[src/rtl/shunt_fringe_if.sv]
// shunt_fringe_if: put, get, tx-link and rx-link signals of one shunt_fringe
// endpoint. The slave modport is the endpoint itself. The master modport is
// the local logic together with the link peer that drives the endpoint.
interface shunt_fringe_if #(
    parameter int N_SIG  = 4,
    parameter int DATA_W = 64
);
    localparam int IW = (N_SIG > 1) ? $clog2(N_SIG) : 1;

    // put side
    logic              put_req_i;
    logic [IW-1:0]     put_idx_i;
    logic [DATA_W-1:0] put_data_i;
    logic              put_busy_o;

    // outbound link
    logic              tx_valid_o;
    logic              tx_eos_o;
    logic [IW-1:0]     tx_idx_o;
    logic [DATA_W-1:0] tx_data_o;
    logic              tx_ready_i;

    // inbound link
    logic              rx_valid_i;
    logic              rx_eos_i;
    logic [IW-1:0]     rx_idx_i;
    logic [DATA_W-1:0] rx_data_i;
    logic              rx_ready_o;

    // get side
    logic              get_req_i;
    logic [IW-1:0]     get_idx_i;
    logic              get_ok_o;
    logic [DATA_W-1:0] get_data_o;

    modport slave (
        input  put_req_i, put_idx_i, put_data_i,
        output put_busy_o,
        output tx_valid_o, tx_eos_o, tx_idx_o, tx_data_o,
        input  tx_ready_i,
        input  rx_valid_i, rx_eos_i, rx_idx_i, rx_data_i,
        output rx_ready_o,
        input  get_req_i, get_idx_i,
        output get_ok_o, get_data_o
    );

    modport master (
        output put_req_i, put_idx_i, put_data_i,
        input  put_busy_o,
        input  tx_valid_o, tx_eos_o, tx_idx_o, tx_data_o,
        output tx_ready_i,
        output rx_valid_i, rx_eos_i, rx_idx_i, rx_data_i,
        input  rx_ready_o,
        output get_req_i, get_idx_i,
        input  get_ok_o, get_data_o
    );
endinterface

[src/rtl/shunt_fringe.sv]
// shunt_fringe: data-exchange endpoint between two simulation partitions.
// Holds a payload/valid database per signal and forwards local puts over the
// outbound link. Inbound frames fill the database and local gets consume it.
// It also provides a saturating cycle time base, an end-of-simulation
// handshake and a freeze request that is raised while a get is waiting on data.
// Optional get watchdog: define SHUNT_FRINGE_WDOG_EN to build it in.
//
// state   | meaning
// --------+----------------------------------------------------------
// INIT    | waiting for the init_i pulse; link and database idle
// ACTIVE  | puts, gets and inbound frames are serviced
// EOS     | terminal; only the pending tx frame or EOS frame drains
module shunt_fringe #(
    parameter int N_SIG    = 4,
    parameter int DATA_W   = 64,
    parameter int TIME_W   = 32,
    parameter int WDOG_MAX = 10000
) (
    input  logic               clk_i,
    input  logic               rst_ni,
    input  logic               init_i,
    input  logic               eos_req_i,
    shunt_fringe_if.slave      bus,
    output logic               freeze_o,
    output logic               wdog_err_o,
    output logic               overrun_o,
    output logic [1:0]         state_o,
    output logic [TIME_W-1:0]  time_o
);

    typedef enum logic [1:0] {
        ST_INIT   = 2'd0,
        ST_ACTIVE = 2'd1,
        ST_EOS    = 2'd2
    } state_t;

    state_t state_q, state_d;

    logic [DATA_W-1:0] payload_q [N_SIG];
    logic [N_SIG-1:0]  valid_q;

    logic              tx_valid_q;
    logic              tx_eos_q;
    logic [$bits(bus.tx_idx_o)-1:0] tx_idx_q;
    logic [DATA_W-1:0] tx_data_q;
    logic              eos_pend_q;

    logic              get_ok_q;
    logic [DATA_W-1:0] get_data_q;
    logic              freeze_q;
    logic              overrun_q;
    logic [TIME_W-1:0] time_q;

    logic is_active;
    logic rx_acc;
    logic rx_wr;
    logic get_hit;
    logic get_miss;
    logic put_fire;
    logic eos_fire;

    assign is_active = (state_q == ST_ACTIVE);
    assign rx_acc    = bus.rx_valid_i && is_active;
    assign rx_wr     = rx_acc && !bus.rx_eos_i;
    assign get_hit   = is_active && bus.get_req_i && valid_q[bus.get_idx_i];
    assign get_miss  = is_active && bus.get_req_i && !valid_q[bus.get_idx_i];
    // A put that arrives together with the local EOS request wins the buffer;
    // the EOS frame follows once that put drains.
    assign put_fire  = is_active && bus.put_req_i && !tx_valid_q;
    assign eos_fire  = (eos_pend_q || (is_active && eos_req_i)) && !tx_valid_q && !put_fire;

    // State register.
    always_ff @(posedge clk_i or negedge rst_ni) begin
        if (!rst_ni) begin
            state_q <= ST_INIT;
        end else begin
            state_q <= state_d;
        end
    end

    // Next-state logic; EOS is only left through reset.
    always_comb begin
        state_d = state_q;
        case (state_q)
            ST_INIT:   if (init_i) state_d = ST_ACTIVE;
            ST_ACTIVE: if (eos_req_i || (rx_acc && bus.rx_eos_i)) state_d = ST_EOS;
            ST_EOS:    state_d = ST_EOS;
            default:   state_d = ST_INIT;
        endcase
    end

    // State-derived outputs; a get in flight when EOS is entered never freezes.
    always_comb begin
        bus.rx_ready_o = is_active;
        state_o        = state_q;
        freeze_o       = freeze_q && (state_q != ST_EOS);
    end

    // Saturating cycle counter.
    always_ff @(posedge clk_i or negedge rst_ni) begin
        if (!rst_ni) begin
            time_q <= '0;
        end else if (time_q != '1) begin
            time_q <= time_q + 1'b1;
        end
    end

    // Tx buffer: loaded by a put or the EOS frame, held until accepted.
    always_ff @(posedge clk_i or negedge rst_ni) begin
        if (!rst_ni) begin
            tx_valid_q <= 1'b0;
            tx_eos_q   <= 1'b0;
            tx_idx_q   <= '0;
            tx_data_q  <= '0;
            eos_pend_q <= 1'b0;
        end else begin
            if (tx_valid_q && bus.tx_ready_i) begin
                tx_valid_q <= 1'b0;
            end
            if (put_fire) begin
                tx_valid_q <= 1'b1;
                tx_eos_q   <= 1'b0;
                tx_idx_q   <= bus.put_idx_i;
                tx_data_q  <= bus.put_data_i;
            end else if (eos_fire) begin
                tx_valid_q <= 1'b1;
                tx_eos_q   <= 1'b1;
                tx_idx_q   <= '0;
                tx_data_q  <= '0;
            end
            if (eos_fire) begin
                eos_pend_q <= 1'b0;
            end else if (is_active && eos_req_i) begin
                eos_pend_q <= 1'b1;
            end
        end
    end

    // Database: a same-cycle receive on the entry being got keeps it valid
    // with the new data because the receive write is ordered last.
    always_ff @(posedge clk_i or negedge rst_ni) begin
        if (!rst_ni) begin
            for (int i = 0; i < N_SIG; i++) begin
                payload_q[i] <= '0;
            end
            valid_q <= '0;
        end else begin
            if (get_hit) begin
                valid_q[bus.get_idx_i] <= 1'b0;
            end
            if (rx_wr) begin
                payload_q[bus.rx_idx_i] <= bus.rx_data_i;
                valid_q[bus.rx_idx_i]   <= 1'b1;
            end
        end
    end

    // Get response, freeze request and sticky overrun flag.
    always_ff @(posedge clk_i or negedge rst_ni) begin
        if (!rst_ni) begin
            get_ok_q   <= 1'b0;
            get_data_q <= '0;
            freeze_q   <= 1'b0;
            overrun_q  <= 1'b0;
        end else begin
            get_ok_q   <= get_hit;
            get_data_q <= get_hit ? payload_q[bus.get_idx_i] : '0;
            freeze_q   <= get_miss;
            if (rx_wr && valid_q[bus.rx_idx_i] &&
                !(get_hit && (bus.get_idx_i == bus.rx_idx_i))) begin
                overrun_q <= 1'b1;
            end
        end
    end

`ifdef SHUNT_FRINGE_WDOG_EN
    localparam int WDW = $clog2(WDOG_MAX + 2);
    localparam logic [WDW-1:0] WDOG_LIM = WDW'(WDOG_MAX);
    localparam logic [WDW-1:0] WDOG_SAT = WDW'(WDOG_MAX + 1);

    logic [WDW-1:0] wdog_q;
    logic           wdog_err_q;

    // Get-wait watchdog; counts unsatisfied get cycles, saturating just past the limit.
    always_ff @(posedge clk_i or negedge rst_ni) begin
        if (!rst_ni) begin
            wdog_q     <= '0;
            wdog_err_q <= 1'b0;
        end else begin
            if (!bus.get_req_i || get_ok_q) begin
                wdog_q <= '0;
            end else if (get_miss && (wdog_q != WDOG_SAT)) begin
                wdog_q <= wdog_q + 1'b1;
            end
            if (wdog_q > WDOG_LIM) begin
                wdog_err_q <= 1'b1;
            end
        end
    end

    assign wdog_err_o = wdog_err_q;
`else
    // Watchdog not built: the error output is constant low.
    assign wdog_err_o = (WDOG_MAX < 0);
`endif

    assign bus.put_busy_o = tx_valid_q;
    assign bus.tx_valid_o = tx_valid_q;
    assign bus.tx_eos_o   = tx_eos_q;
    assign bus.tx_idx_o   = tx_idx_q;
    assign bus.tx_data_o  = tx_data_q;
    assign bus.get_ok_o   = get_ok_q;
    assign bus.get_data_o = get_data_q;
    assign overrun_o      = overrun_q;
    assign time_o         = time_q;

endmodule

[src/flat_wrapper.sv]
// flat-port wrapper written by rule: the top's interface ports become plain ports
module shunt_fringe_flat 
#(
    parameter int N_SIG    = 4,
    parameter int DATA_W   = 64,
    parameter int TIME_W   = 32,
    parameter int WDOG_MAX = 10000
)
  (clk_i, rst_ni, init_i, eos_req_i, freeze_o, wdog_err_o, overrun_o, state_o, time_o, bus_put_req_i, bus_put_idx_i, bus_put_data_i, bus_put_busy_o, bus_tx_valid_o, bus_tx_eos_o, bus_tx_idx_o, bus_tx_data_o, bus_tx_ready_i, bus_rx_valid_i, bus_rx_eos_i, bus_rx_idx_i, bus_rx_data_i, bus_rx_ready_o, bus_get_req_i, bus_get_idx_i, bus_get_ok_o, bus_get_data_o);
  shunt_fringe_if #(.N_SIG(N_SIG), .DATA_W(DATA_W)) bus_i ();
  input  logic clk_i;
  input  logic rst_ni;
  input  logic init_i;
  input  logic eos_req_i;
  output logic freeze_o;
  output logic wdog_err_o;
  output logic overrun_o;
  output logic [1:0] state_o;
  output logic [TIME_W-1:0] time_o;
  input wire logic [$bits(bus_i.put_req_i)-1:0] bus_put_req_i;
  input wire logic [$bits(bus_i.put_idx_i)-1:0] bus_put_idx_i;
  input wire logic [$bits(bus_i.put_data_i)-1:0] bus_put_data_i;
  output wire logic [$bits(bus_i.put_busy_o)-1:0] bus_put_busy_o;
  output wire logic [$bits(bus_i.tx_valid_o)-1:0] bus_tx_valid_o;
  output wire logic [$bits(bus_i.tx_eos_o)-1:0] bus_tx_eos_o;
  output wire logic [$bits(bus_i.tx_idx_o)-1:0] bus_tx_idx_o;
  output wire logic [$bits(bus_i.tx_data_o)-1:0] bus_tx_data_o;
  input wire logic [$bits(bus_i.tx_ready_i)-1:0] bus_tx_ready_i;
  input wire logic [$bits(bus_i.rx_valid_i)-1:0] bus_rx_valid_i;
  input wire logic [$bits(bus_i.rx_eos_i)-1:0] bus_rx_eos_i;
  input wire logic [$bits(bus_i.rx_idx_i)-1:0] bus_rx_idx_i;
  input wire logic [$bits(bus_i.rx_data_i)-1:0] bus_rx_data_i;
  output wire logic [$bits(bus_i.rx_ready_o)-1:0] bus_rx_ready_o;
  input wire logic [$bits(bus_i.get_req_i)-1:0] bus_get_req_i;
  input wire logic [$bits(bus_i.get_idx_i)-1:0] bus_get_idx_i;
  output wire logic [$bits(bus_i.get_ok_o)-1:0] bus_get_ok_o;
  output wire logic [$bits(bus_i.get_data_o)-1:0] bus_get_data_o;
  assign bus_i.put_req_i = bus_put_req_i;
  assign bus_i.put_idx_i = bus_put_idx_i;
  assign bus_i.put_data_i = bus_put_data_i;
  assign bus_put_busy_o = bus_i.put_busy_o;
  assign bus_tx_valid_o = bus_i.tx_valid_o;
  assign bus_tx_eos_o = bus_i.tx_eos_o;
  assign bus_tx_idx_o = bus_i.tx_idx_o;
  assign bus_tx_data_o = bus_i.tx_data_o;
  assign bus_i.tx_ready_i = bus_tx_ready_i;
  assign bus_i.rx_valid_i = bus_rx_valid_i;
  assign bus_i.rx_eos_i = bus_rx_eos_i;
  assign bus_i.rx_idx_i = bus_rx_idx_i;
  assign bus_i.rx_data_i = bus_rx_data_i;
  assign bus_rx_ready_o = bus_i.rx_ready_o;
  assign bus_i.get_req_i = bus_get_req_i;
  assign bus_i.get_idx_i = bus_get_idx_i;
  assign bus_get_ok_o = bus_i.get_ok_o;
  assign bus_get_data_o = bus_i.get_data_o;
  shunt_fringe #(.N_SIG(N_SIG), .DATA_W(DATA_W), .TIME_W(TIME_W), .WDOG_MAX(WDOG_MAX)) u_core (.clk_i(clk_i), .rst_ni(rst_ni), .init_i(init_i), .eos_req_i(eos_req_i), .bus(bus_i), .freeze_o(freeze_o), .wdog_err_o(wdog_err_o), .overrun_o(overrun_o), .state_o(state_o), .time_o(time_o));
endmodule
[config.mk]
export PLATFORM = sky130hd
export DESIGN_NAME = shunt_fringe_flat
export DESIGN_NICKNAME = d
export VERILOG_FILES = /design/src/rtl/shunt_fringe_if.sv /design/src/rtl/shunt_fringe.sv /design/src/flat_wrapper.sv
export SDC_FILE = /design/constraint.sdc
export NUM_CORES = 1
export LEC_CHECK = 0
export ABC_CLOCK_PERIOD_IN_PS = 5400
export CORE_MARGIN = 2
export CORE_UTILIZATION = 44
export CTS_CLUSTER_DIAMETER = 30
export CTS_CLUSTER_SIZE = 20
export DETAILED_ROUTE_END_ITERATION = 7
export PLACE_DENSITY = 0.69
export SLEW_MARGIN = 20
export SYNTH_ARGS = -nofsm -noshare
export SYNTH_HDL_FRONTEND = slang
export SYNTH_SLANG_ARGS = --single-unit
[constraint.sdc]
create_clock -name clk_i -period 5.4 [get_ports clk_i]
set_input_delay 0.81 -clock clk_i [delete_from_list [all_inputs] [get_ports clk_i]]
set_output_delay 0.81 -clock clk_i [all_outputs]
set_load 0.05 [all_outputs]
**After elaboration in Yosys (flattened, before gate mapping)**

Index checks and enable logic that the tools add are counted.

- Bits in registers: 430
- Bits of input ports: 143
- Word-level logic and storage cells: 98

- $add $sub $neg: 1
- $lt $le $gt $ge: 7
- Equal/unequal tests: 7
- Muxes and demuxes: 31
- Bitwise operators: 5
- Reductions and logical operators: 31

Operators with widths:

| cell | count |
|---|---|
| 64-bit 2-to-1 mux | 6 |
| 256-bit bitwise mux | 1 |
| 64-bit binary-select mux with 2-bit select | 1 |
| 64-bit demux with 2-bit select | 1 |
| 32-bit by 1-bit adder with 32-bit output, second input constant | 1 |
| 32-bit != test, second input constant | 1 |
| 1-bit logical AND | 19 |
| 1-bit 2-to-1 mux | 11 |
| 2-bit 2-to-1 mux | 4 |
| 4-bit 2-to-1 mux | 2 |
| 3-bit greater-or-equal comparator, second input constant | 2 |
| 2-bit by 3-bit less-than comparator with 1-bit output, second input constant | 2 |
| 2-bit != test, second input constant | 3 |
| 2-bit NOT with 3-bit output | 2 |
| 2-bit one-hot mux with 3 select lines | 1 |
| 1-bit logical NOT | 5 |
| 4-bit AND | 1 |
| 1-bit binary-select mux with 2-bit select | 2 |
| 1-bit demux with 2-bit select | 2 |
| 2-bit by 1-bit greater-or-equal comparator with 1-bit output, second input constant | 2 |
| 4-bit NOT | 1 |
| 4-bit bitwise OR | 1 |
| 2-bit nonzero test | 2 |
| 3-bit by 1-bit less-than comparator with 1-bit output, second input constant | 1 |
| other kinds (7) | 8 |

**Logic depth before layout (Yosys ltp)**

- Word-level depth: 9
- Depth in mapped cells: 10
- Mapped depth without buffers: 7

**Least setup slack after synthesis**

OpenSTA, ideal clock, no wires.

- Kind: reg2reg
- Start point: register u_core.state_q[1], in the netlist u_core.state_o[1]
- End point: register u_core.payload_q[100] (netlist bit)
- Arrival: 2.556 ns
- Setup slack: 2.719 ns
- Cell stages (with the launch flop): 11
- Path buffers: 3
- Clock period less this slack: 2.681 ns
- Path through: dfrtp_1 inv_1 ha_1 clkbuf_2 inv_1 nor3b_2 nand2_1 nor2_1 buf_4 buf_4 mux2_2

- Cells in the longest elaborated chain, start to end: 3

RTL lines:

| element | RTL line | source |
|---|---|---|
| start: declaration | shunt_fringe.sv:37 | `state_t state_q, state_d;` |
| start signal: assignment | shunt_fringe.sv:77 | `state_q <= state_d;` |
| 2-bit by 1-bit == test with 1-bit output | shunt_fringe.sv:62 | `assign is_active = (state_q == ST_ACTIVE);` |
| named net bus_rx_ready_o | flat_wrapper.sv:33 | `output wire logic [$bits(bus_i.rx_ready_o)-1:0] bus_rx_ready_o;` |
| 1-bit logical AND | shunt_fringe.sv:63 | `assign rx_acc = bus.rx_valid_i && is_active;` |
| 1-bit logical AND | shunt_fringe.sv:64 | `assign rx_wr = rx_acc && !bus.rx_eos_i;` |
| end signal: indexed assignment | shunt_fringe.sv:152 | `payload_q[bus.rx_idx_i] <= bus.rx_data_i;` |
| end: declaration | shunt_fringe.sv:39 | `logic [DATA_W-1:0] payload_q [N_SIG];` |

The timed path passes the listed nets, and every way through them passes these cells.
A chain may end at the register's enable or synchronous reset.

**Final worst setup path**

- Start point: register u_core.state_q[1], in the netlist u_core.state_o[1]
- End point: output port bus_rx_ready_o

- Cells in the longest elaborated chain, start to end: 1

RTL lines:

| element | RTL line |
|---|---|
| 2-bit by 1-bit == test with 1-bit output | shunt_fringe.sv:62 |
| end: declaration | flat_wrapper.sv:33 |

Every way passes these cells.

==> metrics.md <==
| Metric | Value |
|---|---|
| Initial Utilization | `0.443` |
| Vias | `10.8k` |
| Register area share after synthesis | `0.614` |
| Port buffer count | `313` |
| Power per standard cell area | `564 nW/um^2` |
| Later-pin clock latency in the skew report | `0.59 ns` |
| Peak VDD IR | `0.395 mV` |
| Layout fillers | `2924` |
| Hold slack | `0.312 ns` |
| IO Pins | `315` |
| Hold crit path type | `primary input to asynchronous set/reset pin` |
| GR Util All Layers | `0.212` |
| Worst Setup End Kind | `output pin` |
| Hold Fails Final Rpt | `0` |
| Crit path kind | `flop to output pin` |
| Syn_area_per_cell | `15.8 um^2` |
| # Post-CTS Setup Buffers | `0` |
| Post-CTS Resized | `0` |
| Initial antenna violation count | `7` |
| Relative slew slack | `0.393` |
| Core Area | `39500 um^2` |
| Worst-case clock buffer depth | `3` |
| Main synth FF type | `dfrtp_1` |
| Ys async rst share | `1.00` |
| Die H | `204 um` |
| Post-DP HPWL | `27.2 mm` |
| Cts hold-fix bufs | `0` |
| RSZ-0062 raised after global routing | `false` |
| Synth Cell Area | `17500 um^2` |
| Cells after DPL | `1893` |
| Die area | `41400 um^2` |
| Final nets | `1610` |
| Maximum clock frequency | `327 MHz` |
| Crit-path slowest cell | `clkdlybuf4s50_1` |
| Crit path DAT | `2.25 ns` |
| CTS tree | `yes` |
| Clk sink count | `430` |
| Critical path's largest stage delay | `0.82 ns` |
| Synth-to-Final Area Change | `39.8%` |
| Fin cells | `2069` |
| # DRC | `0` |
| Site row count | `73` |
| Die X | `204 um` |
| Placer congestion estimate | `0.798` |
| Status | `finished, final reports clean` |
| DR iter-0 viols | `494` |
| Final setup margin | `2.34 ns` |
| Global-route wire length before repair | `67.8 mm` |
| Cell variety after synth | `52` |
| Synth Instances | `1110` |
| TritonCTS Buffers | `93` |
| Clock transition at path regs | `0.05 ns` |
| Layout cell share with drive strength beyond 1 | `0.346` |
| Avg Vias per Cell | `5.24` |
| Final Cycle Share | `0.566` |
| Htree depth | `3` |
| Post-synth EDFFs | `0` |
| Root Buffer | `clkbuf_16` |
| Final antenna-violating net count | `0` |
| Total gr overflow | `0` |
| Top Family by Delay on Critical Path | `buffers and inverters` |
| Register bit total from synthesis | `430` |
| Slew of the pin with the lowest slew margin | `0.911 ns` |
| Syn nets | `1257` |
| DR pass1 iterations | `4` |
| CP Max Fanout | `9` |
| Routed len/inst | `20.9 um` |
| Max_cap viols | `0` |
| Worst-path cell chain | `inv_1 -> ha_1 -> buf_4 -> clkdlybuf4s50_1` |
| Setup Skew | `0.0182 ns` |
| WL final | `43.2 mm` |
| Worst path required time | `4.59 ns` |
| Leak | `11.1 nW` |
| Largest net degree at the start of global routing | `121` |
| Worst setup SP type | `flop` |
| Final min period | `3.06 ns` |
| Setup violators final | `0` |
| Worst slack, placed | `1.99 ns` |
| WP buf/inv | `3` |
| Slew Viols, Final | `0` |
| Vias in the first global route | `12.0k` |
| YS warnings | `0` |
| Setup TNS | `0 ns` |
-- state kept, by name, indices dropped and copies added (netlist names) --
signal / count
u_core.payload_q: 256
u_core.bus.get_data_o: 64
u_core.bus.tx_data_o: 64
u_core.time_o: 32
u_core.valid_q: 4
u_core.bus.tx_idx_o: 2
u_core.state_o: 2
u_core.bus.get_ok_o: 1
u_core.bus.put_busy_o: 1
u_core.bus.tx_eos_o: 1
u_core.eos_pend_q: 1
u_core.freeze_q: 1
u_core.overrun_o: 1
-- cells in the mapped netlist, types with 2 or more instances --
master      n  area (um^2)
ha_1        4         50.1
clkbuf_1   24         90.1
nor3_1      6         30.0
inv_1      10         37.5
or3_4       2         22.5
nand4_1     9         56.3
o31ai_1     2         15.0
a22o_1     66          578
o21ai_0     4         20.0
mux2_2    258         2910
dfrtp_1   430        10800
a31oi_1     2         12.5
nand4b_1    4         35.0
xor2_1     10         87.6
nand3_2     2         20.0
and3_1      4         25.0
nand2b_1    2         12.5
and2_1     64          400
mux4_2     66         1490
nor2_1     17         63.8
a21oi_1     3         15.0
nand2_1    20         75.1
buf_2      36          180
nand3_1     9         45.0
buf_4       9         67.6
xnor2_1    21          184
-- per-layer routing --
layer	part of all wire	track usage	up-vias
met5	0.0016	0	-
met4	0.018	0.0735	10
met3	0.077	0.0682	70
met2	0.49	0.348	330
met1	0.41	0.267	5651
li1	-	-	4785
-- path summary, 6_finish.rpt --
kind,start,to,slack (ns),cells past startpoint
setup / recovery,u_core.state_o[1],bus_rx_ready_o,2.34,4
hold / removal,rst_ni,u_core.bus.get_data_o[30],0.31,1
setup reg to reg,u_core.state_o[1],u_core.payload_q[105],2.36,9
hold reg to reg,u_core.bus.tx_data_o[50],u_core.bus.tx_data_o[50],0.49,1
max in group asynchronous,rst_ni,u_core.bus.get_data_o[50],3.73,2
min in group clk_i,u_core.bus.tx_data_o[50],u_core.bus.tx_data_o[50],0.49,1
-- report_power, final --
group          total [mW]  internal [mW]  switching (mW)
clock network        5.86           4.06            1.80
registers            4.71           4.22           0.497
logic                3.24           1.56            1.67
total                13.8           9.84            3.97
-- metrics by stage --
stage          power, mW   util  area (um^2)
4_1_cts             14.0  0.619        24500
6_report            13.8  0.620        24500
5_1_grt             14.4  0.620        24500
3_5_place_dp        8.00  0.535        21200
3_3_place_gp        7.89  0.535        21200
2_1_floorplan       6.88      -        17500
-- final cells by class --
cell class | count | area, um^2 | share of cell area
sequential | 430 | 10800 | 0.439
multi-input combinational | 599 | 6430 | 0.262
timing repair buffer | 329 | 3290 | 0.134
clock buffer | 115 | 2580 | 0.105
clock inverter | 59 | 742 | 0.0303
tap | 525 | 657 | 0.0268
inverter | 10 | 37.5 | 0.00153
antenna | 2 | 5.00 | 0.000204
-- kinds of logic (layout without fill, tap and decap cells) --
logic type,Yosys count,in the layout,synth area share
adders and majority gates,4,4,0.00286
xor gates and xnor gates,31,31,0.0155
DFF,430,430,0.614
muxes,324,324,0.251
other,1,3,0.000214
and+or+nand+nor,152,152,0.0537
AOI/OAI and AO/OA,87,87,0.0413
buffers and inverters,81,513,0.0219
-- cells in the final DEF, fill, tap and decap left out, drive strengths merged, types with 2 or more instances in the layout --
cell,n
o31ai,2
or3,2
mux4,66
nand2,20
nor4,2
o21ai,6
and2,64
xor2,10
nand2b,2
nor3,7
dfrtp,430
bufinv,14
nand3,11
diode,2
ha,4
mux2,258
a31oi,2
nand4,11
inv,18
and3,5
clkbuf,115
clkinvlp,16
a22o,66
buf,19
a21oi,3
nand4b,4
nor2,18
clkdlybuf4s50,310
xnor2,21
clkinv,21
No activity file was read; power rests on OpenSTA's default activity.
